$ cat config.mk
export PLATFORM = sky130hd
export DESIGN_NAME = mem_arbiter
export DESIGN_NICKNAME = d
export VERILOG_FILES = /design/src/rtl/mem_arbiter.sv
export SDC_FILE = /design/constraint.sdc
export NUM_CORES = 1
export LEC_CHECK = 0
export ABC_CLOCK_PERIOD_IN_PS = 6800
export CELL_PAD_IN_SITES_DETAIL_PLACEMENT = 1
export CELL_PAD_IN_SITES_GLOBAL_PLACEMENT = 1
export CORE_MARGIN = 3
export CORE_UTILIZATION = 37
export DETAILED_ROUTE_END_ITERATION = 6
export HOLD_SLACK_MARGIN = 0.08
export PLACE_DENSITY = 0.91
export SLEW_MARGIN = 0
export SYNTH_ARGS = -nofsm -noshare
export SYNTH_HDL_FRONTEND = slang
export SYNTH_SLANG_ARGS = --single-unit
$ cat constraint.sdc
create_clock -name clk -period 6.8 [get_ports clk]
set_input_delay 1.02 -clock clk [delete_from_list [all_inputs] [get_ports clk]]
set_output_delay 1.02 -clock clk [all_outputs]
set_load 0.01 [all_outputs]
$ cat src/rtl/mem_arbiter.sv
// mem_arbiter: byte-serial RAM/IO port shared by fetch, load and store (MEM_ARB_RR_EN: load/fetch round-robin)
module mem_arbiter #(
  parameter int ADDR_W = 32,
  parameter int DATA_W = 32,
  parameter logic [1:0] IO_HI = 2'b11
) (
  input  logic              clk,
  input  logic              rst,
  input  logic              rdy,
  input  logic              clear,
  input  logic              fetch_req,
  input  logic [ADDR_W-1:0] fetch_addr,
  output logic              fetch_done,
  output logic [DATA_W-1:0] fetch_inst,
  input  logic              load_req,
  input  logic [ADDR_W-1:0] load_addr,
  input  logic [1:0]        load_size,
  input  logic              load_signed,
  output logic              load_done,
  output logic [DATA_W-1:0] load_data,
  input  logic              store_req,
  input  logic [ADDR_W-1:0] store_addr,
  input  logic [1:0]        store_size,
  input  logic [DATA_W-1:0] store_data,
  output logic              store_done,
  input  logic              io_buffer_full,
  input  logic [7:0]        mem_din,
  output logic [7:0]        mem_dout,
  output logic [ADDR_W-1:0] mem_a,
  output logic              mem_wr
);
  typedef enum logic [1:0] {IDLE, READ, WRITE} state_t;
  typedef enum logic [1:0] {G_NONE, G_FETCH, G_LOAD, G_STORE} grant_t;
  state_t state, state_n;
  grant_t grant;
  logic [ADDR_W-1:0] addr, req_addr;
  logic [1:0] size;
  logic sgn, src_load, wr, rdy_d, s_ok, l_ok, f_ok, io, io_new, io_block;
  logic [2:0] c, n;
  logic [7:0] hold_b, din;
  logic [DATA_W-1:0] asm_q, asm_n, ext;
`ifdef MEM_ARB_RR_EN
  logic last_load;
`endif
  assign mem_wr = wr & rdy;
  assign n = size == 2'b00 ? 3'd1 : size == 2'b01 ? 3'd2 : 3'd4;
  assign io = addr[17:16] == IO_HI;
  assign io_new = store_addr[17:16] == IO_HI;
  assign io_block = io_new & io_buffer_full;
  assign req_addr = grant == G_STORE ? store_addr : grant == G_LOAD ? load_addr : fetch_addr;
  // The RAM keeps reading while paused, so the byte in flight when rdy fell is replayed on resume
  assign din = rdy_d ? mem_din : hold_b;
  // Pick a requester; one whose done is showing this cycle is masked, and clear blocks reads
  always_comb begin
    s_ok = store_req & ~store_done;
    l_ok = load_req & ~load_done & ~clear;
    f_ok = fetch_req & ~fetch_done & ~clear;
`ifdef MEM_ARB_RR_EN
    grant = s_ok ? G_STORE : (l_ok && !(f_ok && last_load)) ? G_LOAD : f_ok ? G_FETCH : G_NONE;
`else
    grant = s_ok ? G_STORE : l_ok ? G_LOAD : f_ok ? G_FETCH : G_NONE;
`endif
  end
  // Merge the incoming byte into the little-endian word and extend it
  always_comb begin
    asm_n = asm_q;
    if (c != 3'd0) asm_n[{c[1:0] - 2'd1, 3'b000} +: 8] = din;
    ext = size == 2'b00 ? {{(DATA_W-8){sgn & asm_n[7]}}, asm_n[7:0]}
        : size == 2'b01 ? {{(DATA_W-16){sgn & asm_n[15]}}, asm_n[15:0]} : asm_n;
  end
  // Next state: reads end on clear or after the last byte, writes always finish
  always_comb
    state_n = state == IDLE ? (grant == G_STORE ? WRITE : grant == G_NONE ? IDLE : READ)
            : state == READ ? ((clear || c == n) ? IDLE : READ)
            : (c == n ? IDLE : WRITE);
  // State register, frozen while rdy is low
  always_ff @(posedge clk or posedge rst)
    if (rst) state <= IDLE;
    else if (rdy) state <= state_n;
  // Track rdy and capture the byte that arrives in the first paused cycle
  always_ff @(posedge clk or posedge rst)
    if (rst) begin
      rdy_d <= 1'b1;
      hold_b <= '0;
    end else begin
      rdy_d <= rdy;
      if (rdy_d && !rdy) hold_b <= mem_din;
    end
`ifdef MEM_ARB_RR_EN
  // Remember which of load/fetch was granted last
  always_ff @(posedge clk or posedge rst)
    if (rst) last_load <= 1'b0;
    else if (rdy && state == IDLE && (grant == G_LOAD || grant == G_FETCH)) last_load <= grant == G_LOAD;
`endif
  // Byte sequencing: c counts read cycles in READ and issued bytes in WRITE
  always_ff @(posedge clk or posedge rst)
    if (rst) begin
      addr <= '0;
      size <= '0;
      sgn <= 1'b0;
      src_load <= 1'b0;
      c <= '0;
      asm_q <= '0;
      wr <= 1'b0;
      mem_a <= '0;
      mem_dout <= '0;
      fetch_done <= 1'b0;
      fetch_inst <= '0;
      load_done <= 1'b0;
      load_data <= '0;
      store_done <= 1'b0;
    end else if (rdy) begin
      fetch_done <= 1'b0;
      load_done <= 1'b0;
      store_done <= 1'b0;
      if (state == IDLE) begin
        if (grant != G_NONE) begin
          addr <= req_addr;
          mem_a <= req_addr;
          size <= grant == G_STORE ? store_size : grant == G_LOAD ? load_size : 2'b10;
          sgn <= load_signed;
          src_load <= grant == G_LOAD;
        end
        wr <= grant == G_STORE && !io_block;
        mem_dout <= grant == G_STORE ? store_data[7:0] : mem_dout;
        c <= (grant == G_STORE && !io_block) ? 3'd1 : 3'd0;
      end else if (state == READ) begin
        if (!clear) begin
          c <= c + 3'd1;
          asm_q <= asm_n;
          if (c + 3'd1 < n) mem_a <= addr + ADDR_W'(c + 3'd1);
          if (c == n) begin
            load_done <= src_load;
            fetch_done <= !src_load;
            if (src_load) load_data <= ext;
            else fetch_inst <= asm_n;
          end
        end
      end else if (c == n) begin
        wr <= 1'b0;
        store_done <= 1'b1;
      end else if (io && (wr || io_buffer_full)) begin
        wr <= 1'b0;
      end else begin
        wr <= 1'b1;
        mem_a <= addr + ADDR_W'(c);
        mem_dout <= store_data[{c[1:0], 3'b000} +: 8];
        c <= c + 3'd1;
      end
    end
endmodule

# After elaboration in Yosys (flattened, before gate mapping)
# Cells that the tools add are included.
dict set report totals {
  reg_bits 190
  input_bits 149
  out_inout_bits 108
  word_cells 132
}
dict set report op_classes {
  addsub 6
  order_cmp 1
  eq_ne 16
  shift 3
  muxes 53
  bitwise_logic 15
  reduce_logical 21
}
# op count
set ops {}
lappend ops {{$mux W32} 12}
lappend ops {{$mux W8} 6}
lappend ops {{$add A32 B3 Y32} 1}
lappend ops {{$add A32 B4 Y32} 1}
lappend ops {{$bwmux W32} 1}
lappend ops {{$shift A8 B7 Y32 const A} 1}
lappend ops {{$shiftx A32 B6 Y8} 1}
lappend ops {{$shiftx A8 B7 Y32} 1}
lappend ops {{$mux W3} 7}
lappend ops {{$mux W1} 19}
lappend ops {{$reduce_and A6 Y1} 3}
lappend ops {{$mux W2} 8}
lappend ops {{$and A1 B1 Y1} 9}
lappend ops {{$ne A3 B3 Y1 const B} 3}
lappend ops {{$eq A2 B2 Y1 const B} 4}
lappend ops {{$reduce_and A4 Y1} 2}
lappend ops {{$neg A5 Y7} 1}
lappend ops {{$logic_not A2 Y1} 3}
lappend ops {{$ne A2 B2 Y1 const B} 3}
lappend ops {{$not A1 Y1} 6}
lappend ops {{$reduce_and A5 Y1} 1}
lappend ops {{$add A3 B1 Y4 const B} 1}
lappend ops {{$eq A2 B1 Y1 const B} 2}
lappend ops {{$ne A2 B1 Y1 const B} 2}
lappend ops {{other kinds (12)} 17}

# Logic depth before layout (Yosys ltp)
# Gate-level depths: netlist of run 1.
dict set report logic_depth {
  depth_word 11
  ltp_mapped 11
  ltp_nobuf 10
}

# Least setup slack after synthesis of run 1
# Ideal clock, no wire load.
dict set report synth_timing {
  path_kind {register -> register}
  start {register c[0]}
  end {register mem_a[28]}
  setup_time_ps 126
  arrival_ps 2639
  t_required_ps 6674
  path_slack_ps 4035
  stages_incl_launch_ff 12
  path_buffers 1
  synth_period_minus_slack_ps 2765
  path_cell_list {dfrtp_1 inv_1 ha_1 inv_1 fa_1 and4b_1 a311oi_4 or2_1 buf_2 nor4_1 xor2_1 a221o_1}
}
dict set report synth_via {
  elab_chain_cells 6
  elab_cells_between_ends 15
  classes_between {add/sub: 4; order compare: 1; eq/ne: 3; mux: 6; reduce/logical: 1}
}
# item line_no
set synth_rtl {}
lappend synth_rtl {{start: declaration} 39} ;# logic [2:0] c, n;
lappend synth_rtl {{start signal: assignment} 126} ;# c <= (grant == G_STORE && !io_block) ? 3'd1 : 3'd0;
lappend synth_rtl {{start signal: assignment} 129} ;# c <= c + 3'd1;
lappend synth_rtl {{start signal: assignment} 148} ;# c <= c + 3'd1;
lappend synth_rtl {{$add A3 B1 Y4} 131} ;# if (c + 3'd1 < n) mem_a <= addr + ADDR_W'(c + 3'd1);
lappend synth_rtl {{$add A32 B4 Y32} 131}
lappend synth_rtl {{$mux W32} 131}
lappend synth_rtl {{$mux W32} 128} ;# if (!clear) begin
lappend synth_rtl {{$mux W32} 127} ;# end else if (state == READ) begin
lappend synth_rtl {{$mux W32} 116} ;# if (state == IDLE) begin
lappend synth_rtl {{end signal: assignment} 119} ;# mem_a <= req_addr;
lappend synth_rtl {{end signal: assignment} 131}
lappend synth_rtl {{end signal: assignment} 146} ;# mem_a <= addr + ADDR_W'(c);
lappend synth_rtl {{end: declaration} 29} ;# output logic [ADDR_W-1:0] mem_a,
# Several ways; a longest one is shown, not always the timed one. The select of a mux whose other input is x is not followed.
# A chain may end at the register's enable or synchronous reset.

# Worst setup path in the final report of run 1
dict set report layout_timing {
  start {register c[1]}
  end {register mem_a[11]}
}
# Same word-level chain as after synthesis.

==> results.sh, run 1 <==
export IMPL_final_area_sq_mm=0.0129
export IMPL_worst_ep_arrival_time_ns=5.02
export IMPL_tightest_slew_ns=1.14
export IMPL_drv_cap=0
export IMPL_ys_dominant_reg_cell="dfrtp_1"
export IMPL_fin_skew_ns=0.0133
export IMPL_ant_nets=0
export IMPL_dp_worst_setup_slack_ns=2.13
export IMPL_synth_top_family_by_area="compound AO/OA/AOI/OAI gates"
export IMPL_drc=0
export IMPL_cts_htree_levels=4
export IMPL_avgSynthCellArea_sq_um=9.72
export IMPL_crit_path_cell_trace="inv_1, ha_1, ha_1, nor2b_1, o21ai_0, a311o_1, nand3_2, nor2_2, a221o_1"
export IMPL_async_reset_ff_share_pct=100
export IMPL_fin_nets=1359
export IMPL_antenna_found_initial=1
export IMPL_netlist_area_sq_mm=0.00946
export IMPL_end_kind="register"
export IMPL_dieArea_sq_mm=0.0275
export IMPL_die_width_microns=166
export IMPL_synth_edf_count=0
export IMPL_globalRouteTotalUtil_pct=22.8
export IMPL_hpwl_microns=23400
export IMPL_routedWlPerCell_microns=20.8
export IMPL_power_share_switching_pct=40.2
export IMPL_drive_gt1_share_pct=7.54
export IMPL_max_freq_mhz=215
export IMPL_netSwitchingPower_mw=2.07
export IMPL_hold_class="register to register"
export IMPL_seq_area_frac_synth_pct=50.3
export IMPL_totalPowerFinal_mw=5.16
export IMPL_crit_family="simple AND/OR/NAND/NOR gates"
export IMPL_finalSetupViolations=0
export IMPL_grt_pass1_vias=9167
export IMPL_crit_fanout=48
export IMPL_maxSlewHeadroom_pct=23.9
export IMPL_gp_congestion=0.807
export IMPL_area_growth_syn_to_layout_pct=36.1
export IMPL_cts_setup_buffers=0
export IMPL_clk_latency_ns=0.45
export IMPL_via_count=8607
export IMPL_cts_tree="yes"
export IMPL_synth_compound_area_share_pct=21.2
export IMPL_antenna_cells=0
export IMPL_vias_per_cell=5.62
export IMPL_internal_power_mw=3.09
export IMPL_placed_cell_area_sq_mm=0.0122
export IMPL_slew_viol_final=0
export IMPL_syn_nets=1138
export IMPL_synth_adder_area_share_pct=2.27
export IMPL_gr_total_overflow=0
export IMPL_io_pins=257
export IMPL_rows=57
export IMPL_yosys_register_bits=190
export IMPL_crit_type="register to register"
export IMPL_p_leak_nw=5.51
export IMPL_synthMuxAreaShare_pct=4.42
export IMPL_dieHeight_microns=166
export IMPL_finalCriticalPeriod_ns=4.64
export IMPL_crit_buf_inv=1
export IMPL_start_kind="register"
export IMPL_grt_max_degree=140
export IMPL_yosys_area_share_simple_pct=15.2
export IMPL_p_seq_share_pct=36.3
export IMPL_synth_cell_types=68
export IMPL_required_ns=7.18
export IMPL_slowest_stage="nor2_2"
export IMPL_pwr_share_clk_pct=20.8
export IMPL_drtIter0Drc=627
export IMPL_grt_first_pass_wirelength_microns=50500
export IMPL_finalCritPeriodShare_pct=68.3
export IMPL_placeableCoreArea_sq_mm=0.0247
export IMPL_power_density_mw_per_mm2=401
export IMPL_outcome="finished, final reports clean"
export IMPL_cts_resized=0
export IMPL_cts_num_sinks=190
export IMPL_cts_buffers=17
export IMPL_syn_inst=973
export IMPL_setup_tns_ns=0
export IMPL_synth_xor_area_share_pct=2.59
export IMPL_p_comb_share_pct=42.9
export IMPL_initial_core_util_pct=38.2
export IMPL_n_fill_cell=2757
export IMPL_path_common_cell="ha_1"
export IMPL_rsz0062_at_grt="no"
export IMPL_first_pass_iters=7
export IMPL_clkSlewWorstSetupHoldPaths_ns=0.08
export IMPL_fin_ws_ns=2.16
export IMPL_hold_violations=0
export IMPL_max_stage_delay_ns=0.95
export IMPL_ir_worst_vdd_v=0.000212
export IMPL_hold_buffers=0
export IMPL_routed_wl_microns=31800
export IMPL_yosys_warnings=0
export IMPL_utilization_pct=52.0
export IMPL_root_buffer="clkbuf_16"
export IMPL_cts_buffer_depth=2
export IMPL_io_buffer_count=256
==> through the flow <==
step           cells  hold WS, ns
2_1_floorplan    973        0.449
3_3_place_gp    1499        0.462
3_5_place_dp    1499        0.469
4_1_cts         1531        0.485
5_1_grt         1531        0.509
6_report        1531        0.480
==> sequential cells by signal (all words and copies together), names as in the netlist, 2 cells and up <==
name / count
fetch_inst: 32
load_data: 32
asm_q: 32
addr: 32
size: 2
mem_dout: 8
mem_a: 32
hold_b: 8
c: 3
state: 2
==> routing by layer <==
| layer | wire, microns | GRT usage (%) |
|---|---|---|
| met5 | 9 | 0 |
| met4 | 744 | 7.16 |
| met3 | 2180 | 6.31 |
| met2 | 16300 | 40.6 |
| met1 | 12600 | 26.7 |
==> final timing paths <==
path                             startpoint     endpoint  slack, ns  depth (start not counted)
worst max-delay path                   c[1]    mem_a[11]       2.16                          9
worst min-delay path            mem_dout[4]  mem_dout[4]       0.48                          2
worst max register to register         c[1]    mem_a[11]       2.16                          9
worst min register to register  mem_dout[4]  mem_dout[4]       0.48                          2
max in group asynchronous               rst      addr[1]       4.27                          3
min in group asynchronous               rst  mem_dout[2]       1.16                          2
==> tightest hold or removal path, delay by kind of cell (launching register included) <==
family,cells,cell delay [ns]
and+or+nand+nor,1,0.05
DFF,1,0.34
AOI/OAI and AO/OA,1,0.06
==> cell usage in the layout, fill, tap and decap left out, types with 6 or more instances in the layout <==
cell             synthesis  routed
a222oi_1                33      33
and2_1                   7       7
a22oi_1                 25      25
o21ai_0                100     100
buf_4                    3       9
xor2_1                  16      16
mux2i_1                 17      17
clkdlybuf4s50_1          0     256
nor2b_1                  7       6
mux2_2                  22      22
o21ai_1                 10      10
dfrtp_1                189     189
nand3_1                 14      13
a221o_1                 16      16
nand2_1                118     118
clkbuf_16                0      17
a21o_1                  18      18
nor3_1                  15      15
inv_1                   26      25
xnor2_1                 12      12
ha_1                    14      14
o22ai_1                  8       8
nor2_1                  98      95
nand4_1                  7       7
a21oi_1                 60      60
==> area by class of cell <==
class / count / area [sq um] / area share, %
Clock buffer: 18 / 439 / 3.41
Multi-Input combinational cell: 693 / 4340 / 33.7
Clock inverter: 14 / 194 / 1.51
Sequential cell: 190 / 4760 / 36.9
Timing Repair Buffer: 265 / 2630 / 20.4
Tap cell: 324 / 405 / 3.15
Inverter: 27 / 109 / 0.845
==> cell families (layout without fill, tap and decap cells) <==
group,count (synthesis),count (layout)
AND/OR/NAND/NOR,310,310
AO/OA/AOI/OAI,300,300
adder cells (fa/ha/maj),16,16
multiplexers,39,39
flip-flops,190,190
XOR/XNOR,28,28
buffers and inverters,90,324
==> synthesized netlist by cell type, types with 3 or more instances <==
library cell    n  area share, %
nand2b_1        5           0.33
a221o_1        16            1.7
a222oi_1       33            3.5
and2_1          7           0.46
ha_1           14            1.9
inv_1          26            1.0
o21bai_1        5           0.40
or2_2           3           0.20
nor2_1         98            3.9
nor3_1         15           0.79
mux2_2         22            2.6
and4_1          5           0.46
buf_2          16           0.85
clkbuf_1       40            1.6
buf_4           3           0.24
nand3_1        14           0.74
o21ba_2         3           0.32
a22oi_1        25            2.0
xor2_1         16            1.5
o21ai_0       100            5.3
a21oi_1        60            3.2
nand2_1       118            4.7
dfrtp_1       189             50
mux2i_1        17            1.8
nand4_1         7           0.46
o21ai_1        10           0.53
a211oi_1        3           0.24
xnor2_1        12            1.1
a21o_1         18            1.4
nor4_1          5           0.33
nor3b_1         5           0.40
and3_1          3           0.20
o22ai_1         8           0.53
nor2b_1         7           0.46
==> power by group through the flow <==
| stage | Sequential, mW | Combinational, mW | Clock [mW] |
|---|---|---|---|
| 6_report | 1.87 | 2.21 | 1.07 |
| 5_1_grt | 1.93 | 2.46 | 1.13 |
| 4_1_cts | 1.87 | 2.24 | 1.09 |
| 3_5_place_dp | 1.89 | 2.21 | 0 |
| 3_3_place_gp | 1.86 | 2.11 | 0 |
| 2_1_floorplan | 1.84 | 1.31 | 0 |
No activity file was read; power rests on OpenSTA's default activity.
==> run 2, diff against run 1 <==
--- a/config.mk
+++ b/config.mk
@@ -5,14 +5,14 @@
 export SDC_FILE = /design/constraint.sdc
 export NUM_CORES = 1
 export LEC_CHECK = 0
-export ABC_CLOCK_PERIOD_IN_PS = 6800
+export ABC_CLOCK_PERIOD_IN_PS = 4059
 export CELL_PAD_IN_SITES_DETAIL_PLACEMENT = 1
 export CELL_PAD_IN_SITES_GLOBAL_PLACEMENT = 1
 export CORE_MARGIN = 3
-export CORE_UTILIZATION = 37
+export CORE_UTILIZATION = 33
 export DETAILED_ROUTE_END_ITERATION = 6
 export HOLD_SLACK_MARGIN = 0.08
-export PLACE_DENSITY = 0.91
+export PLACE_DENSITY = 0.86
 export SLEW_MARGIN = 0
 export SYNTH_ARGS = -nofsm -noshare
 export SYNTH_HDL_FRONTEND = slang
==> constraint.sdc (replaced) <==
create_clock -name clk -period 4.06 [get_ports clk]
set_input_delay 0.609 -clock clk [delete_from_list [all_inputs] [get_ports clk]]
set_output_delay 0.609 -clock clk [all_outputs]
set_load 0.01 [all_outputs]
==> run 2 against run 1 <==
  * Wire length grew 3.3%
  * Largest power group unchanged
  * Sequential power rose by 65%
  * Worst hold slack gained 0.0011 ns
  * Critical endpoint is now mem_a[27]
  * Sequential cell count stayed put
  * Clock-buffer cell count fell by 1
  * Largest cell class unchanged
  * Combinational power increased by 73%
  * Die area is 12% higher
  * Clock power is 55% higher
  * Final area is 1.2% higher
  * Setup slack worse by 1.4 ns
==> results.sh, run 2 (same netlist as run 1, synthesis figures left out) <==
export IMPL_drv_cap=0
export IMPL_cts_buffers=17
export IMPL_initial_core_util_pct=33.8
export IMPL_mostFrequentLayoutCells="256 x clkdlybuf4s50_1, 189 x dfrtp_1, 118 x nand2_1"
export IMPL_area_growth_syn_to_layout_pct=37.7
export IMPL_via_count=8571
export IMPL_tightest_slew_ns=1.17
export IMPL_io_buffer_count=256
export IMPL_rsz0062_at_grt="no"
export IMPL_p_leak_nw=5.56
export IMPL_grt_max_degree=68
export IMPL_grt_pass1_vias=9178
export IMPL_first_pass_iters=5
export IMPL_dieArea_sq_mm=0.0307
export IMPL_cts_htree_levels=4
export IMPL_maxSlewHeadroom_pct=21.4
export IMPL_hold_class="register to register"
export IMPL_antenna_found_initial=3
export IMPL_fin_skew_ns=0.0207
export IMPL_drtIter0Drc=574
export IMPL_power_density_mw_per_mm2=658
export IMPL_start_kind="register"
export IMPL_ir_worst_vdd_v=0.000349
export IMPL_die_width_microns=175
export IMPL_gr_total_overflow=0
export IMPL_outcome="finished, final reports clean"
export IMPL_n_fill_cell=3136
export IMPL_io_pins=257
export IMPL_cts_resized=0
export IMPL_drc=0
export IMPL_crit_fanout=20
export IMPL_max_freq_mhz=305
export IMPL_vias_per_cell=5.36
export IMPL_finalSetupViolations=0
export IMPL_slew_viol_final=0
export IMPL_dieHeight_microns=175
export IMPL_cts_setup_buffers=0
export IMPL_cts_buffer_depth=2
export IMPL_antenna_cells=0
export IMPL_grt_use_met3_pct=4.99
export IMPL_hpwl_microns=24700
export IMPL_setup_tns_ns=0
export IMPL_root_buffer="clkbuf_16"
export IMPL_routedWlPerCell_microns=20.5
export IMPL_grt_busiest_layer="met2"
export IMPL_end_kind="register"
export IMPL_cts_num_sinks=190
export IMPL_fin_nets=1373
export IMPL_rows=61
export IMPL_final_area_sq_mm=0.0130
export IMPL_crit_type="register to register"
export IMPL_finalCriticalPeriod_ns=3.27
export IMPL_gp_congestion=0.824
export IMPL_grt_use_met2_pct=37.8
export IMPL_whs_ns=0.481
export IMPL_routed_wl_microns=32800
export IMPL_ant_nets=0
export IMPL_cts_tree="yes"
export IMPL_finalCritPeriodShare_pct=80.6
export IMPL_clkSlewWorstSetupHoldPaths_ns=0.08
export IMPL_placeableCoreArea_sq_mm=0.0280
export IMPL_hold_buffers=0
export IMPL_globalRouteTotalUtil_pct=21.2
export IMPL_grt_first_pass_wirelength_microns=51400
export IMPL_worst_ep_arrival_time_ns=3.64
export IMPL_required_ns=4.43
export IMPL_grt_util_met1_pct=25.6
export IMPL_clk_latency_ns=0.44
export IMPL_drive_gt1_share_pct=8.60
export IMPL_layout_commonest_cell="clkdlybuf4s50_1"
export IMPL_hold_violations=0
export IMPL_placed_cell_area_sq_mm=0.0124
## run 2: cell count changes in the layout (fill, tap and decap cells not counted), sizes merged
cell,change
inv,-2
clkinv,+4
bufinv,-2
buf,+14
clkinvlp,+1
clkbuf,-1
## run 2: per-stage QoR
stage / setup slack, ns / util [%] / cells / power [mW]
2_1_floorplan: 1.00 / - / 973 / 5.28
3_3_place_gp: 0.623 / 44.4 / 1567 / 6.74
3_5_place_dp: 0.534 / 44.4 / 1567 / 6.96
4_1_cts: 0.776 / 46.5 / 1599 / 8.65
5_1_grt: 0.560 / 46.5 / 1599 / 9.19
6_report: 0.786 / 46.5 / 1599 / 8.57
## run 2: critical path: stages (launching register included)
cell,delay [ns]
dfrtp_1,0.49
inv_1,0.10
ha_1,0.37
ha_1,0.32
nor2b_1,0.13
o21ai_0,0.16
a311o_1,0.27
nand3_2,0.40
nor2_2,0.70
a221o_1,0.27
## run 2: layer usage
metal	wire length [microns]	up-vias	share of wire (%)
met1	13100	4264	40
met2	16800	283	51
met4	686	6	2.1
met3	2210	38	6.7
met5	31	-	0.094
li1	-	3980	-
## run 2: final timing paths
check | from | end | slack (ns) | cells past startpoint
worst max-delay path | c[1] | mem_a[27] | 0.79 | 9
worst min-delay path | addr[30] | addr[30] | 0.48 | 1
worst max register to register | c[1] | mem_a[27] | 0.79 | 9
worst min register to register | addr[30] | addr[30] | 0.48 | 1
max in group asynchronous | rst | hold_b[0] | 2.41 | 3
min in group asynchronous | rst | mem_dout[7] | 0.75 | 2
## run 2: where the power goes
part           switching [mW]  internal (mW)  leakage, nW  total (mW)
Clock                   0.836          0.821        0.284        1.66
Combinational            2.11           1.72         2.88        3.83
Sequential              0.539           2.55         2.40        3.08
## run 2: layout make-up
cell class	count	area [sq um]	share of cell area, %
inverters	27	105	0.807
multi-input cells	693	4340	33.3
clock buffers	17	425	3.27
well taps	378	473	3.63
clock inverters	15	154	1.18
flip-flops and latches	190	4760	36.5
repair buffers	279	2770	21.3
